File: src/rtl/instr_loader_pkg.sv
// Shared widths, FSM encodings and the buffered fetch entry type for the instruction loader.
package instr_loader_pkg;

  localparam int XLEN = 32;
  localparam int ILEN = 32;

  typedef logic [1:0] state_t;
  localparam state_t IDLE = 2'd0;
  localparam state_t REQ  = 2'd1;
  localparam state_t WAIT = 2'd2;

  typedef struct packed {
    logic [XLEN-1:0] pc;
    logic [ILEN-1:0] data;
    logic            fault;
  } fetch_entry_t;

endpackage

File: src/rtl/instr_fifo.sv
// Synchronous DEPTH-entry FIFO of fetch entries; push visible at head one cycle later.
// clear drops all contents and overrides a same-cycle push/pop; head reads as zero when empty.
module instr_fifo
  import instr_loader_pkg::*;
#(
  parameter int DEPTH = 4
) (
  input  logic                       clk,
  input  logic                       rst,
  input  logic                       clear,
  input  logic                       push,
  input  fetch_entry_t               push_entry,
  input  logic                       pop,
  output logic [$clog2(DEPTH):0]     count,
  output logic                       head_valid,
  output fetch_entry_t               head
);

  localparam int PW = $clog2(DEPTH);
  localparam int CW = PW + 1;
  localparam logic [CW-1:0] DEPTH_C = CW'(DEPTH);

  fetch_entry_t       mem [DEPTH];
  logic [PW-1:0]      wr_ptr;
  logic [PW-1:0]      rd_ptr;
  logic               push_ok;
  logic               pop_ok;

  assign head_valid = (count != '0);
  assign push_ok    = push & (count != DEPTH_C);
  assign pop_ok     = pop & head_valid;
  assign head       = head_valid ? mem[rd_ptr] : '0;

  always_ff @(posedge clk) begin
    if (rst || clear) begin
      wr_ptr <= '0;
      rd_ptr <= '0;
      count  <= '0;
    end else begin
      if (push_ok) begin
        wr_ptr <= wr_ptr + PW'(1);
      end
      if (pop_ok) begin
        rd_ptr <= rd_ptr + PW'(1);
      end
      case ({push_ok, pop_ok})
        2'b10:   count <= count + CW'(1);
        2'b01:   count <= count - CW'(1);
        default: count <= count;
      endcase
    end
  end

  // Storage needs no reset: the head is masked to zero whenever the FIFO is empty.
  always_ff @(posedge clk) begin
    if (push_ok && !rst && !clear) begin
      mem[wr_ptr] <= push_entry;
    end
  end

endmodule

File: src/rtl/instr_loader.sv
// Fetch stage: takes translated PCs, issues one memory read per PC, queues {pc, insn, fault} in order.
// PC ready only when idle with a free FIFO slot; flush empties the queue and discards in-flight work.
module instr_loader
  import instr_loader_pkg::*;
#(
  parameter int DEPTH = 4
) (
  input  logic            clk,
  input  logic            rst,
  input  logic            pc_valid,
  output logic            pc_ready,
  input  logic [XLEN-1:0] pc_addr,
  input  logic            pc_fault,
  output logic            mem_req_valid,
  input  logic            mem_req_ready,
  output logic [XLEN-1:0] mem_req_addr,
  input  logic            mem_rsp_valid,
  input  logic [ILEN-1:0] mem_rsp_data,
  input  logic            mem_rsp_err,
  output logic            ins_valid,
  input  logic            ins_ready,
  output logic [XLEN-1:0] ins_pc,
  output logic [ILEN-1:0] ins_data,
  output logic            ins_fault,
  input  logic            flush,
  output logic            busy
);

  localparam int CW = $clog2(DEPTH) + 1;
  localparam logic [CW-1:0] DEPTH_C = CW'(DEPTH);

  state_t          state;
  logic            kill;
  logic [XLEN-1:0] pc_q;
  logic [CW-1:0]   count;
  logic            pc_fire;
  logic            push;
  fetch_entry_t    push_entry;
  fetch_entry_t    head;

  assign pc_ready      = (state == IDLE) & ~kill & (count < DEPTH_C) & ~flush & ~rst;
  assign pc_fire       = pc_valid & pc_ready;
  assign mem_req_valid = (state == REQ);
  assign mem_req_addr  = pc_q;
  assign busy          = (state != IDLE) | kill;

  assign ins_pc    = head.pc;
  assign ins_data  = head.data;
  assign ins_fault = head.fault;

  always_comb begin
    push       = 1'b0;
    push_entry = '0;
    if (pc_fire && pc_fault) begin
      push             = 1'b1;
      push_entry.pc    = pc_addr;
      push_entry.fault = 1'b1;
    end else if (state == WAIT && mem_rsp_valid && !kill) begin
      push             = 1'b1;
      push_entry.pc    = pc_q;
      push_entry.data  = mem_rsp_data;
      push_entry.fault = mem_rsp_err;
    end
  end

  // A killed request is still carried to completion so the memory never sees a withdrawn valid.
  always_ff @(posedge clk) begin
    if (rst) begin
      state <= IDLE;
      kill  <= 1'b0;
      pc_q  <= '0;
    end else begin
      case (state)
        IDLE: begin
          if (pc_fire && !pc_fault) begin
            pc_q  <= pc_addr;
            state <= REQ;
          end
        end
        REQ: begin
          if (mem_req_ready) state <= WAIT;
          if (flush)         kill  <= 1'b1;
        end
        WAIT: begin
          if (mem_rsp_valid) begin
            state <= IDLE;
            kill  <= 1'b0;
          end else if (flush) begin
            kill <= 1'b1;
          end
        end
        default: begin
          state <= IDLE;
          kill  <= 1'b0;
        end
      endcase
    end
  end

  instr_fifo #(.DEPTH(DEPTH)) u_fifo (
    .clk        (clk),
    .rst        (rst),
    .clear      (flush),
    .push       (push),
    .push_entry (push_entry),
    .pop        (ins_ready),
    .count      (count),
    .head_valid (ins_valid),
    .head       (head)
  );

endmodule

File: config.mk
export PLATFORM = sky130hd
export DESIGN_NAME = instr_loader
export DESIGN_NICKNAME = d
export VERILOG_FILES = /design/src/rtl/instr_loader_pkg.sv /design/src/rtl/instr_fifo.sv /design/src/rtl/instr_loader.sv
export SDC_FILE = /design/constraint.sdc
export NUM_CORES = 1
export LEC_CHECK = 0
export BUFFER_PORTS_ARGS = -buffer_cell sky130_fd_sc_hd__buf_2
export CAP_MARGIN = 20
export CORE_MARGIN = 2
export CORE_UTILIZATION = 45
export DETAILED_ROUTE_END_ITERATION = 8
export GPL_TIMING_DRIVEN = 0
export HOLD_SLACK_MARGIN = 0.02
export PLACE_DENSITY = 0.68
export SLEW_MARGIN = 20
export SYNTH_ARGS = -nofsm -noshare
export SYNTH_HDL_FRONTEND = slang
export SYNTH_SLANG_ARGS = --single-unit
File: constraint.sdc
create_clock -name clk -period 3.3 [get_ports clk]
set_input_delay 0.33 -clock clk [delete_from_list [all_inputs] [get_ports clk]]
set_output_delay 0.33 -clock clk [all_outputs]
set_load 0.005 [all_outputs]
-- Yosys cells after proc, flatten, opt, wreduce, memory -nomap -nowiden
Memory sizes are Yosys's and may differ from the RTL's. A register that Yosys moved wholly into a read port is not among the register bits.
Index checks and enable logic that the tools add are counted.
- equality and inequality tests: 8
- mux-type cells: 19
- $add $sub $neg: 4
- $lt $le $gt $ge: 1
- bitwise operators: 11
- reductions and logical operators: 17
- operators with widths (cell ; count):
    65-bit two-way mux ; 2
    32-bit two-way mux ; 2
    2-bit two-way mux ; 5
    1-bit AND ; 7
    1-bit two-way mux ; 7
    1-bit logical AND ; 6
    2-bit case mux with 3 select lines ; 1
    3-bit case mux with 2 select lines ; 1
    2-bit by 1-bit adder with 2-bit output (second input constant) ; 2
    2-bit by 1-bit == test with 1-bit output (second input constant) ; 2
    2-bit == test (second input constant) ; 2
    1-bit logical NOT ; 4
    2-bit by 1-bit inequality test with 1-bit output (second input constant) ; 2
    2-bit nonzero test ; 2
    3-bit by 1-bit adder with 3-bit output (second input constant) ; 1
    3-bit less-than comparator (second input constant) ; 1
    3-bit inequality test (second input constant) ; 1
    1-bit inverter ; 3
    1-bit case mux with 3 select lines ; 1
    3-bit AND reduction ; 1
    3-bit nonzero test ; 1
    3-bit by 1-bit subtractor with 3-bit output (second input constant) ; 1
    2-bit logical NOT ; 1
    2-bit inequality test (second input constant) ; 1
    other kinds (3) ; 3
- input port bits: 73
- output and inout bits: 101
- word-level logic and storage cells: 67
- flip-flop bits (word level): 42
- bits in writable memories: 260
- memories: 1
- memories (name ; depth ; width ; rd ports ; clocked after Yosys merged registers in ; wr ports ; RTL line ; source):
    u_fifo.mem ; 4 ; 65 ; 1 ; 1 ; 1 ; instr_fifo.sv:23 ; fetch_entry_t mem [DEPTH];

-- Longest topological paths before layout
- word-level depth: 13
- gate-level depth with buffers: 13
- gate-level depth less buffers: 12

-- Hierarchy
A second synthesis with hierarchy kept.
- cells, all modules: 782
- area total of the unflattened synthesis: 12331.8 sq um
- modules (own cells, without submodules) (module ; instances ; area an instance (sq um) ; cells an instance ; sequential area each (sq um)):
    instr_fifo ; 1 ; 10286.1 ; 464 ; 7987.7
    instr_loader ; 1 ; 2045.7 ; 318 ; 700.7

-- Worst setup path after synthesis
OpenSTA, ideal clock, no wires.
- kind: register to register
- start point: reg state[0]
- end point: mem u_fifo.mem[0][0] (netlist bit), enable pin
- arrival: 3152 ps
- period minus slack after synthesis: 3582 ps
- setup slack: -282 ps
- stages on the path, launching flop included: 8
- data required time: 2870 ps
- buffers on the path: 1
- setup time: 430 ps
- cells stage by stage: dfxtp_1 -> inv_1 -> ha_1 -> or3b_1 -> buf_2 -> o21a_1 -> nor2_1 -> and3_1
- longest elaborated chain between the ends: 13
- elaborated cells between the ends (all ways): 17
- those cells by class: 1 x eq/ne; 4 x mux; 6 x bitwise; 6 x reduce/logical
- RTL lines (item ; RTL line ; source):
    start, declared ; instr_loader.sv:32 ; state_t state;
    start signal, assigned ; instr_loader.sv:69 ; state <= IDLE;
    start signal, assigned ; instr_loader.sv:77 ; state <= REQ;
    start signal, assigned ; instr_loader.sv:81 ; if (mem_req_ready) state <= WAIT;
    2-bit logical NOT ; instr_loader.sv:41 ; assign pc_ready = (state == IDLE) & ~kill & (count < DEPTH_C) & ~flush & ~rst;
    1-bit AND (4 in series) ; instr_loader.sv:41 ;
    1-bit AND ; instr_loader.sv:42 ; assign pc_fire = pc_valid & pc_ready;
    1-bit logical AND ; instr_loader.sv:54 ; if (pc_fire && pc_fault) begin
    1-bit two-way mux * ; instr_loader.sv:54 ;
    1-bit AND * ; instr_fifo.sv:30 ; assign push_ok = push & (count != DEPTH_C);
    1-bit logical AND * (2 in series) ; instr_fifo.sv:56 ; if (push_ok && !rst && !clear) begin
    1-bit two-way mux * ; instr_fifo.sv:56 ;
    1-bit two-way mux (implied by the code) * ; instr_fifo.sv:57 ; mem[wr_ptr] <= push_entry;
    end, declared ; instr_fifo.sv:23 ;
Mark *: on every way between the ends. The rest lies on a longest branch, timed or not.

-- Worst setup path after layout
- start point: reg state[0]
- end point: mem u_fifo.mem[3][50] (netlist bit), enable pin
The elaborated chain is that of the path after synthesis.

==> run summary <==
area leader, netlist: edfxtp_1
Pins Over Slew Limit: 0
GR Overflow Total: 0
Synth area leaders: edfxtp_1 63%, mux4_2 12%, dfxtp_1 7.1%
IO Pins: 174
FILL cells: 2193
Die Area: 28740 sq um
crit path capture type: register
Setup-failing EPs final: 0
crit path time final: 3.048 ns
Worst R2R Path Depth: 8
Post-Syn Nets: 877
Fin. Hold Viols: 0
Critical Path RT: 3.54 ns
1st-iter DRT viols: 725
Post-route DRC: 0
Initial Utilization: 0.4576
WP buf/inv: 3
pin count of the biggest net entering global routing: 43
critical path data arrival time: 3.28 ns
vias per inst: 5.382
Power Total: 8.375 mW
Clk Latency, worst-skew pair: 0.55 ns
CTS Buf Count: 31
Synth Area per Inst: 15.53 sq um
sequential-to-total area share from yosys stat: 0.7045
Final WS setup: 0.2517 ns
H-tree depth: 1
Max-Cap Viols: 0
vias in the first global route: 7480
Die Ht: 169.5 um
Core Region: 26950 sq um
post-synthesis instance total: 794
Worst Max-Slew Pin Slew: 0.8531 ns
Peak Freq: 328.1 MHz
Net count, final: 1102
startpoint types: register
worst relative slew slack: 0.4313
Worst path max stage delay: 0.69 ns
CP max-delay cell: and3_4
Hold Path Depth: 3
leak pwr: 5.574 nW
gr usage total: 0.1945
Synth top area share: 0.6331
power per cell area: 564.4 nW/um^2
TritonRoute pass-1 iters: 7
Clock Path Buffers: 3
CP cell instances: inv_1 -> ha_1 -> or3b_1 -> buf_2 -> o21a_1 -> nor2_2 -> and3_4 -> buf_12
peak supply drop: 0.0004496 V
ANT nets after route: 0
Post-CTS Setup Inserts: 0
Post-synth EDFFs: 260
Post-synth top cells: 260 x edfxtp_1, 134 x nand2_1, 67 x and2_1
status: finished, final reports clean
global-route wire length before repair: 42.58 mm
clk sink count: 304
top_reg_cell synth: edfxtp_1
Hold WC Path Type: in2reg
Layout Skew: 0.01750 ns
critical path depth in cells: 8
Period Utilization, post-route: 0.9237
via count: 7448
top-count cell post-synth: edfxtp_1
CTS clk-pin slew, worst paths: 0.06 ns
Max Fanout on Critical Path: 41
Placer Congestion: 0.7990
Post-Syn Area: 12330 sq um
Setup CP Type: reg2reg
root buf cell: clkbuf_16
Worst path top cell family by delay: simple AND/OR/NAND/NOR gates
share of layout cells above drive strength 1: 0.2895
antenna violations before repair: 1
Area Overhead vs Synth: 20.33%
Routed WL: 27.91 mm
Seq cells post-synth: 304
I/O Buffers: 173
ys async rst share: 0
CTS tree: built
row cnt: 60
YS warnings: 0
RSZ-0062 raised after global routing: no
DP Wirelength: 17.58 mm
Die X-Extent: 169.5 um
Routed WL per cell: 20.17 um
Setup WS pre-CTS: 0.1416 ns
ANT cells: 0
Synth cell types: 35
placed cells by master (no fill, tap or decap), types with 2 or more instances in the layout:
| cell type | instances |
|---|---|
| dlygate4sd3_1 | 15 |
| or4b_2 | 2 |
| nand2b_1 | 3 |
| xor2_1 | 3 |
| and3_1 | 32 |
| buf_1 | 2 |
| and3_4 | 4 |
| clkbuf_1 | 52 |
| buf_12 | 2 |
| bufinv_16 | 2 |
| nor2_1 | 12 |
| nand2_1 | 134 |
| mux4_2 | 65 |
| nand3_1 | 35 |
| clkinv_1 | 6 |
| buf_2 | 180 |
| or2_2 | 2 |
| inv_1 | 10 |
| or3_1 | 2 |
| clkinv_2 | 4 |
| clkbuf_16 | 31 |
| a21oi_1 | 39 |
| o21ai_0 | 5 |
| buf_16 | 2 |
| ha_1 | 9 |
| and2_1 | 67 |
| dfxtp_1 | 44 |
| edfxtp_1 | 260 |
layout make-up:
cell class                 count  area (sq um)  share of cell area
buffer                        51         209.0             0.01408
clock buffer                  44         834.6             0.05624
clock inverter                13         111.4            0.007504
inverter                      10         37.54            0.002530
multi-input combinational    429          3421              0.2305
sequential                   304          8688              0.5855
tap                          341         426.7             0.02875
timing repair buffer         192          1111             0.07487
cells by family after synthesis:
group,Yosys count,synth area share
compound gates,47,0.02009
xor+xnor,4,0.002841
fa+ha+maj,10,0.01076
buf+inv,61,0.01989
flops,304,0.7045
mux,65,0.1187
simple gates,303,0.1232
registers in the layout (all words and copies together), names as in the netlist, named ones only:
name	cells
kill	1
mem_req_addr	32
state	2
u_fifo.count	3
u_fifo.mem	260
u_fifo.rd_ptr	2
u_fifo.wr_ptr	2
path summary, 6_finish.rpt:
check	endpoint	slack, ns	startpoint
hold / removal	mem_req_addr[18]	0.04	pc_addr[18]
setup reg to reg	u_fifo.mem[3][50]	0.25	state[0]
setup / recovery	u_fifo.mem[3][50]	0.25	state[0]
hold reg to reg	mem_req_addr[18]	0.47	mem_req_addr[18]
routing by layer:
metal | part of all wire | GRT usage | up-vias | wire length [um]
li1 | - | - | 3433 | -
met3 | 0.058 | 0.03382 | 41 | 1629
met4 | 0.020 | 0.04496 | 0 | 552
met5 | 0 | 0 | - | 0
met2 | 0.48 | 0.3189 | 255 | 13430
met1 | 0.44 | 0.2749 | 3719 | 12300
per-stage QoR:
step | cells | utilization | TNS, ns | hold WS, ns | cell area [sq um]
after floorplan | 794 | - | 0 | 0.4612 | 12340
after global placement | 1308 | 0.5057 | -104.47 | 0.4527 | 13630
after detailed placement | 1312 | 0.5098 | 0 | 0.4599 | 13740
after CTS | 1384 | 0.5505 | 0 | 0.02220 | 14840
after global routing | 1384 | 0.5506 | 0 | 0.03587 | 14840
final | 1384 | 0.5506 | 0 | 0.03731 | 14840
report_power, final:
part	total [mW]	internal (mW)	leakage (nW)	switching, mW
clock network	3.28	1.90	0.461	1.38
logic	0.800	0.310	2.31	0.490
registers	4.29	4.26	2.80	0.0300
what timing repair did:
item / CTS / global route
gates resized for setup: 0 / 3
endpoints found under the hold margin: 15 / 0
setup endpoints to repair: 0 / 51
hold buffers: 15 / 0
worst register-to-register path: cells and delay by family (launching register included):
family          cells  cell delay [ns]
buf+inv             3             0.61
fa+ha+maj           1             0.31
simple gates        3             1.26
flops               1             0.33
compound gates      1             0.23
(Power assumes the default switching activity.)
